**config.mk**
```make
export PLATFORM = sky130hd
export DESIGN_NAME = window5_ctrl_flat
export DESIGN_NICKNAME = d
export VERILOG_FILES = /design/src/rtl/window5_ctrl_pkg.sv /design/src/rtl/window5_ctrl_if.sv /design/src/rtl/window5_ctrl_raster_counter.sv /design/src/rtl/window5_ctrl.sv /design/src/flat_wrapper.sv
export SDC_FILE = /design/constraint.sdc
export NUM_CORES = 1
export LEC_CHECK = 0
export ABC_AREA = 1
export CELL_PAD_IN_SITES_DETAIL_PLACEMENT = 0
export CELL_PAD_IN_SITES_GLOBAL_PLACEMENT = 1
export CORE_MARGIN = 3
export CORE_UTILIZATION = 40
export DETAILED_ROUTE_END_ITERATION = 10
export PLACE_DENSITY_LB_ADDON = 0.1
export SLEW_MARGIN = 10
export SYNTH_ARGS = -nofsm -noshare
export SYNTH_HDL_FRONTEND = slang
export SYNTH_SLANG_ARGS = --single-unit
```
**constraint.sdc**
```tcl
create_clock -name clk -period 1.9 [get_ports clk]
set_input_delay 0.38 -clock clk [delete_from_list [all_inputs] [get_ports clk]]
set_output_delay 0.38 -clock clk [all_outputs]
set_load 0.05 [all_outputs]
```
**src/rtl/window5_ctrl_pkg.sv**
```systemverilog
// Shared conv-front-end definitions: controller state encoding, the
// window size, and an index-width helper used to size the output-map
// row/column indices.
package window5_ctrl_pkg;

  typedef enum logic [1:0] {
    IDLE   = 2'd0,
    STREAM = 2'd1,
    DRAIN  = 2'd2,
    DONE   = 2'd3
  } state_t;

  localparam int WIN = 5;

  // Width needed to hold values 0..n-1. Never returns 0, so a degenerate
  // one-entry range still gets a usable 1-bit signal.
  function automatic int idx_w(input int n);
    return (n > 1) ? $clog2(n) : 1;
  endfunction

endpackage

```
**src/rtl/window5_ctrl_if.sv**
```systemverilog
// Handshake bundle between the window controller and its environment.
//   start, in_valid, out_ready        : driven by the environment (master)
//   in_ready, rb_en                   : pixel-side handshake / row-buffer enable
//   win_valid, win_row, win_col       : window flag and output-map indices
//   busy, frame_done                  : frame status
interface window5_ctrl_if #(
  parameter int ROW_W = 3,
  parameter int COL_W = 3
);
  logic             start;
  logic             in_valid;
  logic             in_ready;
  logic             rb_en;
  logic             out_ready;
  logic             win_valid;
  logic [ROW_W-1:0] win_row;
  logic [COL_W-1:0] win_col;
  logic             busy;
  logic             frame_done;

  modport master (
    output start, in_valid, out_ready,
    input  in_ready, rb_en, win_valid, win_row, win_col, busy, frame_done
  );

  modport slave (
    input  start, in_valid, out_ready,
    output in_ready, rb_en, win_valid, win_row, win_col, busy, frame_done
  );
endinterface

```
**src/rtl/window5_ctrl_raster_counter.sv**
```systemverilog
// Raster position tracker: column/row counters with wrap, plus per-axis
// stride phase and output-map index counters.
//   i_clr      : clear all counters (frame start)
//   i_adv      : one pixel accepted at the current position
//   o_last     : current position is the last pixel of the frame
//   o_hit      : accepting at the current position completes a window
//   o_row_idx  : output-map row index of the current position
//   o_col_idx  : output-map column index of the current position
module raster_counter
  import window5_ctrl_pkg::*;
#(
  parameter int COLS   = 10,
  parameter int ROWS   = 10,
  parameter int STRIDE = 1,
  parameter int ROW_W  = 3,
  parameter int COL_W  = 3
) (
  input  logic             clk,
  input  logic             rst,
  input  logic             i_clr,
  input  logic             i_adv,
  output logic             o_last,
  output logic             o_hit,
  output logic [ROW_W-1:0] o_row_idx,
  output logic [COL_W-1:0] o_col_idx
);
  localparam int CW = idx_w(COLS);
  localparam int RW = idx_w(ROWS);
  localparam logic [CW-1:0] COL_LAST = CW'(COLS - 1);
  localparam logic [CW-1:0] COL_ORG  = CW'(WIN - 1);
  localparam logic [CW-1:0] COL_PRE  = CW'(WIN - 2);
  localparam logic [RW-1:0] ROW_LAST = RW'(ROWS - 1);
  localparam logic [RW-1:0] ROW_ORG  = RW'(WIN - 1);
  localparam logic [RW-1:0] ROW_PRE  = RW'(WIN - 2);
  localparam logic [1:0]    PH_LAST  = 2'(STRIDE - 1);

  logic [CW-1:0]    r_col;
  logic [RW-1:0]    r_row;
  logic [1:0]       r_col_ph;
  logic [1:0]       r_row_ph;
  logic [COL_W-1:0] r_col_idx;
  logic [ROW_W-1:0] r_row_idx;
  logic             w_col_wrap;

  assign w_col_wrap = (r_col == COL_LAST);
  assign o_last     = w_col_wrap && (r_row == ROW_LAST);
  // Phases hold (pos-4)%STRIDE for the current position; they are only
  // meaningful once the position reaches the window origin.
  assign o_hit      = (r_row >= ROW_ORG) && (r_col >= COL_ORG) &&
                      (r_row_ph == 2'd0) && (r_col_ph == 2'd0);
  assign o_row_idx  = r_row_idx;
  assign o_col_idx  = r_col_idx;

  always_ff @(posedge clk) begin
    if (rst || i_clr) begin
      r_col     <= '0;
      r_row     <= '0;
      r_col_ph  <= '0;
      r_row_ph  <= '0;
      r_col_idx <= '0;
      r_row_idx <= '0;
    end else if (i_adv) begin
      if (w_col_wrap) begin
        r_col     <= '0;
        r_col_ph  <= '0;
        r_col_idx <= '0;
        r_row     <= (r_row == ROW_LAST) ? '0 : r_row + RW'(1);
        if (r_row == ROW_PRE) begin
          r_row_ph  <= '0;
          r_row_idx <= '0;
        end else if (r_row >= ROW_ORG) begin
          if (r_row_ph == PH_LAST) begin
            r_row_ph  <= '0;
            r_row_idx <= r_row_idx + ROW_W'(1);
          end else begin
            r_row_ph <= r_row_ph + 2'd1;
          end
        end
      end else begin
        r_col <= r_col + CW'(1);
        if (r_col == COL_PRE) begin
          r_col_ph  <= '0;
          r_col_idx <= '0;
        end else if (r_col >= COL_ORG) begin
          if (r_col_ph == PH_LAST) begin
            r_col_ph  <= '0;
            r_col_idx <= r_col_idx + COL_W'(1);
          end else begin
            r_col_ph <= r_col_ph + 2'd1;
          end
        end
      end
    end
  end

endmodule

```
**src/rtl/window5_ctrl.sv**
```systemverilog
// Sequencing controller for the 5-row line-buffer chain. Accepts one
// ROWSxCOLS raster frame, drives the row-buffer enable, and flags each
// stride-aligned complete 5x5 window, holding off input while a window
// is waiting for the consumer.
//   clk, rst : clock, synchronous active-high reset
//   bus      : slave side of window5_ctrl_if (see interface for signals)
//
// state  | meaning
// IDLE   | waiting for start
// STREAM | accepting pixels, flagging windows
// DRAIN  | all pixels taken, waiting for the last window to be consumed
// DONE   | frame_done pulse, back to IDLE
module window5_ctrl
  import window5_ctrl_pkg::*;
#(
  parameter int COLS   = 10,
  parameter int ROWS   = 10,
  parameter int STRIDE = 1
) (
  input  logic           clk,
  input  logic           rst,
  window5_ctrl_if.slave  bus
);
  localparam int ROW_W = idx_w((ROWS - WIN) / STRIDE + 1);
  localparam int COL_W = idx_w((COLS - WIN) / STRIDE + 1);

  state_t           r_state;
  logic             r_win_valid;
  logic [ROW_W-1:0] r_win_row;
  logic [COL_W-1:0] r_win_col;
  logic             r_busy;
  logic             r_frame_done;

  logic             w_in_ready;
  logic             w_accept;
  logic             w_hs;
  logic             w_clr;
  logic             w_last;
  logic             w_hit;
  logic [ROW_W-1:0] w_hit_row;
  logic [COL_W-1:0] w_hit_col;

  // Never shift the buffer while an unconsumed window sits at the taps.
  assign w_in_ready = (r_state == STREAM) && (!r_win_valid || bus.out_ready);
  assign w_accept   = bus.in_valid && w_in_ready;
  assign w_hs       = r_win_valid && bus.out_ready;
  assign w_clr      = (r_state == IDLE) && bus.start;

  raster_counter #(
    .COLS   (COLS),
    .ROWS   (ROWS),
    .STRIDE (STRIDE),
    .ROW_W  (ROW_W),
    .COL_W  (COL_W)
  ) u_raster (
    .clk       (clk),
    .rst       (rst),
    .i_clr     (w_clr),
    .i_adv     (w_accept),
    .o_last    (w_last),
    .o_hit     (w_hit),
    .o_row_idx (w_hit_row),
    .o_col_idx (w_hit_col)
  );

  always_ff @(posedge clk) begin
    if (rst) begin
      r_state      <= IDLE;
      r_win_valid  <= 1'b0;
      r_win_row    <= '0;
      r_win_col    <= '0;
      r_busy       <= 1'b0;
      r_frame_done <= 1'b0;
    end else begin
      if (w_accept && w_hit) begin
        r_win_valid <= 1'b1;
        r_win_row   <= w_hit_row;
        r_win_col   <= w_hit_col;
      end else if (w_hs) begin
        r_win_valid <= 1'b0;
      end
      r_frame_done <= 1'b0;
      case (r_state)
        IDLE: begin
          if (bus.start) begin
            r_state <= STREAM;
            r_busy  <= 1'b1;
          end
        end
        STREAM: begin
          if (w_accept && w_last) r_state <= DRAIN;
        end
        DRAIN: begin
          // Leave as soon as the window register is empty after this edge.
          if (!r_win_valid || bus.out_ready) begin
            r_state      <= DONE;
            r_frame_done <= 1'b1;
          end
        end
        DONE: begin
          r_state <= IDLE;
          r_busy  <= 1'b0;
        end
        default: r_state <= IDLE;
      endcase
    end
  end

  assign bus.in_ready   = w_in_ready;
  assign bus.rb_en      = w_accept;
  assign bus.win_valid  = r_win_valid;
  assign bus.win_row    = r_win_row;
  assign bus.win_col    = r_win_col;
  assign bus.busy       = r_busy;
  assign bus.frame_done = r_frame_done;

endmodule

```
**src/flat_wrapper.sv**
```systemverilog
// flat-port wrapper written by rule: the top's interface ports become plain ports
module window5_ctrl_flat import window5_ctrl_pkg::*;
#(
  parameter int COLS   = 10,
  parameter int ROWS   = 10,
  parameter int STRIDE = 1
)
  (clk, rst, bus_start, bus_in_valid, bus_out_ready, bus_in_ready, bus_rb_en, bus_win_valid, bus_win_row, bus_win_col, bus_busy, bus_frame_done);
  window5_ctrl_if #(.ROW_W(3), .COL_W(3)) bus_i ();
  input  logic clk;
  input  logic rst;
  input wire logic [$bits(bus_i.start)-1:0] bus_start;
  input wire logic [$bits(bus_i.in_valid)-1:0] bus_in_valid;
  input wire logic [$bits(bus_i.out_ready)-1:0] bus_out_ready;
  output wire logic [$bits(bus_i.in_ready)-1:0] bus_in_ready;
  output wire logic [$bits(bus_i.rb_en)-1:0] bus_rb_en;
  output wire logic [$bits(bus_i.win_valid)-1:0] bus_win_valid;
  output wire logic [$bits(bus_i.win_row)-1:0] bus_win_row;
  output wire logic [$bits(bus_i.win_col)-1:0] bus_win_col;
  output wire logic [$bits(bus_i.busy)-1:0] bus_busy;
  output wire logic [$bits(bus_i.frame_done)-1:0] bus_frame_done;
  assign bus_i.start = bus_start;
  assign bus_i.in_valid = bus_in_valid;
  assign bus_i.out_ready = bus_out_ready;
  assign bus_in_ready = bus_i.in_ready;
  assign bus_rb_en = bus_i.rb_en;
  assign bus_win_valid = bus_i.win_valid;
  assign bus_win_row = bus_i.win_row;
  assign bus_win_col = bus_i.win_col;
  assign bus_busy = bus_i.busy;
  assign bus_frame_done = bus_i.frame_done;
  window5_ctrl #(.COLS(COLS), .ROWS(ROWS), .STRIDE(STRIDE)) u_core (.clk(clk), .rst(rst), .bus(bus_i));
endmodule
```
# Yosys cells after proc, flatten, opt, wreduce, memory -nomap -nowiden
# Cells that the tools add are included.
# word_totals
output_inout_bits	11
rom_bits	0
mem_count	0
reg_bits	29
latchBits	0
elab_cells	86
ram_bits	0
in_bits	5
# op_classes
muxes	25
reduce_logical	30
bitwise_logic	1
n_mul	0
eq_ne	10
shifts	0
magnitude_cmp	2
div_mod_pow	0
add_sub_neg	6
# op_table
operator	count
3-bit 2-to-1 mux	7
2-bit 2-to-1 mux	10
1-bit logical AND	10
3-bit AND reduction	3
4-bit by 1-bit adder with 4-bit output (second input constant)	2
4-bit by 2-bit == test with 1-bit output (second input constant)	2
4-bit == test (second input constant)	2
4-bit by 3-bit >= comparator with 1-bit output (second input constant)	2
4-bit 2-to-1 mux	2
2-bit case mux with 4 select lines	1
2-bit nonzero test	4
3-bit by 1-bit adder with 3-bit output (second input constant)	2
2-bit zero test	3
2-bit AND reduction	3
3-bit nonzero test	2
2-bit by 1-bit adder with 2-bit output (second input constant)	2
2-bit == test (second input constant)	2
1-bit 2-to-1 mux	4
2-bit inequality test (second input constant)	2
4-bit AND reduction	1
2-bit by 1-bit == test with 1-bit output (second input constant)	1
1-bit logical OR	2
2-bit by 1-bit inequality test with 1-bit output (second input constant)	1
1-bit case mux with 2 select lines	1
3 further kinds	3

# Depth between registers and ports, before layout
# logic_depth
depth_word	7
depth_mapped	9
ltp_nobuf	9

# Modules after synthesis
# Synthesis repeated with hierarchy kept, for this count alone.
# hier_totals
hier_cells	211
hier_area_um2	1589.0
# by_module_without_submodules
mod	instances	cells_per_inst	seq_area_each_um2	area_each_um2
raster_counter	1	144	360.3	1059.8
window5_ctrl	1	67	220.2	529.3

# Least setup slack after synthesis
# No wires, ideal clock.
# synth_timing
kind	flip-flop to output port
startpoint	reg u_core.r_state[1]
endpoint	out bus_in_ready
path_slack_ps	186
path_buffers	0
path_stages_with_launch	5
arrival_ps	1334
required_time_ps	1520
path_cell_list	dfxtp_1 inv_1 ha_1 inv_1 nor2_1
# synth_via
elab_chain_cells	2
# synth_lines
element	line	text
from (decl)	window5_ctrl.sv:27	state_t r_state;
from (signal assigned)	window5_ctrl.sv:68	r_state <= IDLE;
from (signal assigned)	window5_ctrl.sv:86	r_state <= STREAM;
from (signal assigned)	window5_ctrl.sv:91	if (w_accept && w_last) r_state <= DRAIN;
2-bit by 1-bit == test with 1-bit output	window5_ctrl.sv:44	assign w_in_ready = (r_state == STREAM) && (!r_win_valid || bus.out_ready);
1-bit logical AND	window5_ctrl.sv:44	
to (decl)	flat_wrapper.sv:15	output wire logic [$bits(bus_i.in_ready)-1:0] bus_in_ready;
# No other way between the ends.

# Worst setup path after layout
# layout_timing
startpoint	reg u_core.r_win_col[2], in the netlist u_core.bus.win_col[2]
endpoint	out bus_win_col[2]
# layout_rtl
element	line	text
from (decl)	window5_ctrl.sv:30	logic [COL_W-1:0] r_win_col;
from (signal assigned)	window5_ctrl.sv:78	r_win_col <= w_hit_col;
to (decl)	flat_wrapper.sv:19	output wire logic [$bits(bus_i.win_col)-1:0] bus_win_col;
# No word-level cell between the ends.

==> run summary <==
LEAKAGE = 0.796 nW
CP Launch Type = flip-flop
kind of critical path = flip-flop to primary output
max_cap viols = 0
Layout Nets = 254
post-synthesis cell type count = 27
total congestion overflow = 0
Util after Layout = 52.5%
RSZ-0062 raised after global routing = false
hold_buf cts = 0
Clock Tree Root = clkbuf_8
Worst Clk Skew = 6.38 ps
Setup TNS = 0 ps
Power Total = 1.90 mW
die width = 68.5 um
CTS tree = built
clk_lat worst skew = 280 ps
Pwr Density = 973 nW/um2
final-report setup violation count = 0
Post-Syn Area = 1560 um2
design area = 1950 um2
Sink Count = 29
DRT Pass-1 Iters = 4
H-Tree Depth = 2
Final Hold Vio Count = 0
syn avg cell area = 7.34 um2
CORE AREA = 3720 um2
Post-Route WL = 3260 um
largest fanout on the critical path = 2
commonest non-fill, non-tap cell in the layout = inv_1
Inserted Diodes = 0
Total GRT Usage = 16.5%
worst min path class = flip-flop to flip-flop
cell family contributing the most delay on the critical path = buffers and inverters
dpl hpwl = 2560 um
DRC viols = 0
CTS clock-pin slew for the worst setup and hold paths = 60 ps
CTS buffer count = 5
CTS Buffer Depth = 2
die area = 4700 um2
Routed wire per std cell = 11.4 um
via count = 1356
global-route wire length before repair = 5690 um
IO Count = 16
initial antenna violation count = 0
number of buffers added on ports = 15
endpoint class of the critical path = primary output
Synth Register Bits = 29
synthesized net count = 229
fmax = 0.559 GHz
maximum VDD drop = 0.761 mV
Seq/Total Area, Yosys = 37.1%
Slowest Stage Delay on Critical Path = 800 ps
placement row count = 22
routed vias/inst = 4.72
antenna viol nets, final = 0
Layout area overhead = 24.7%
DR iter-0 viols = 46
Pins Over Slew Limit = 0
share of layout cells above drive strength 1 = 17.2%
status = finished clean
crit-path cells = clkdlybuf4s50_1
Worst-Margin Slew = 494 ps
Critical path buffers and inverters = 1
Final Cycle Share = 94.2%
Yosys warning total = 0
GP Congestion = 0.767
CP max stage cell = clkdlybuf4s50_1
largest net degree at the start of global routing = 11
most frequent cells in the layout = inv_1 (32), nand2_1 (30), dfxtp_1 (29)
initial core utilization = 42.1%
instance count of the mapped netlist = 213
fin crit period = 1790 ps
Worst EP required = 1520 ps
vias in the first global route = 1330
Worst Path Arrival = 1410 ps
dpl cell area = 1820 um2
die height = 68.5 um
Slew HR = 67.0%
fillers = 371
-- stage by stage --
stage	instances	hold slack [ps]	worst slack (ps)
finish	287	459	111
floorplan	213	440	186
detailed placement	277	451	30.6
global route	287	491	21.9
global placement	277	448	66.5
CTS	285	461	27.6
-- flip-flops by register name (all words and copies together) (netlist names) --
signal,count
u_core.u_raster.r_col,4
u_core.u_raster.r_row,4
u_core.bus.win_col,3
u_core.bus.win_row,3
u_core.u_raster.o_col_idx,3
u_core.u_raster.o_row_idx,3
u_core.r_state,2
u_core.u_raster.r_col_ph,2
u_core.u_raster.r_row_ph,2
u_core.bus.busy,1
u_core.bus.frame_done,1
u_core.bus.win_valid,1
-- logic make-up after synthesis --
family                   share of synthesized area [%]
AO/OA/AOI/OAI                                     13.5
XOR/XNOR                                         0.560
adder cells (fa/ha/maj)                           8.80
buffers and inverters                             9.84
flip-flops                                        37.1
AND/OR/NAND/NOR                                   30.2
-- metal layers --
layer | up-vias | GRT usage (%) | part of all wire (%)
met5 | - | 0 | 0
met4 | 0 | 5.96 | 1.2
met3 | 4 | 3.89 | 3.5
met2 | 20 | 28.7 | 49
met1 | 610 | 19.5 | 46
li1 | 722 | - | -
-- power breakdown --
| part | internal [mW] | switching [mW] | leakage (nW) |
|---|---|---|---|
| registers | 0.643 | 0.0299 | 0.234 |
| logic | 0.231 | 0.335 | 0.504 |
| clock network | 0.427 | 0.233 | 0.0585 |
-- synthesized netlist by cell type --
| cell type | number | area (um2) |
|---|---|---|
| o21ai_1 | 3 | 15.0 |
| ha_1 | 11 | 138 |
| dfxtp_1 | 29 | 581 |
| nand2_1 | 30 | 113 |
| o21ai_0 | 11 | 55.1 |
| nor2_8 | 1 | 20.0 |
| inv_2 | 4 | 15.0 |
| nand2_2 | 9 | 56.3 |
| nor3_1 | 3 | 15.0 |
| clkinv_1 | 1 | 3.75 |
| xor2_1 | 1 | 8.76 |
| o31ai_1 | 1 | 7.51 |
| nor3_2 | 2 | 20.0 |
| buf_2 | 2 | 10.0 |
| clkinv_2 | 1 | 5.00 |
| nor2_4 | 3 | 33.8 |
| nor2_2 | 2 | 12.5 |
| nand3_4 | 1 | 17.5 |
| inv_1 | 32 | 120 |
| nand4_1 | 2 | 12.5 |
| a31oi_1 | 1 | 6.26 |
| nor2_1 | 27 | 101 |
| a21oi_2 | 1 | 8.76 |
| nand3_1 | 14 | 70.1 |
| a211oi_1 | 1 | 7.51 |
| a21oi_4 | 1 | 16.3 |
| a21oi_1 | 19 | 95.1 |
-- repair_timing --
item	4_1_cts	5_1_grt
setup buffers	0	2
resized for setup	0	1
endpoints found under the setup margin	0	2
-- cell type report --
class	count	area, um2	share of cell area (%)
flip-flops and latches	29	581	29.8
multi-input cells	144	832	42.7
clock inverters	1	30.0	1.54
inverters	38	144	7.38
clock buffers	7	86.3	4.43
well taps	48	60.1	3.08
repair buffers	20	218	11.2
-- final timing paths --
| check | end | cells after the start | from | slack [ps] |
|---|---|---|---|---|
| setup / recovery | bus_win_col[2] | 1 | u_core.bus.win_col[2] | 110 |
| hold / removal | u_core.bus.win_row[1] | 2 | u_core.bus.win_row[1] | 460 |
| setup reg to reg | u_core.u_raster.r_col_ph[1] | 8 | u_core.r_state[1] | 320 |
| hold reg to reg | u_core.bus.win_row[1] | 2 | u_core.bus.win_row[1] | 460 |
Note: power is estimated with default switching activity, not from simulation.
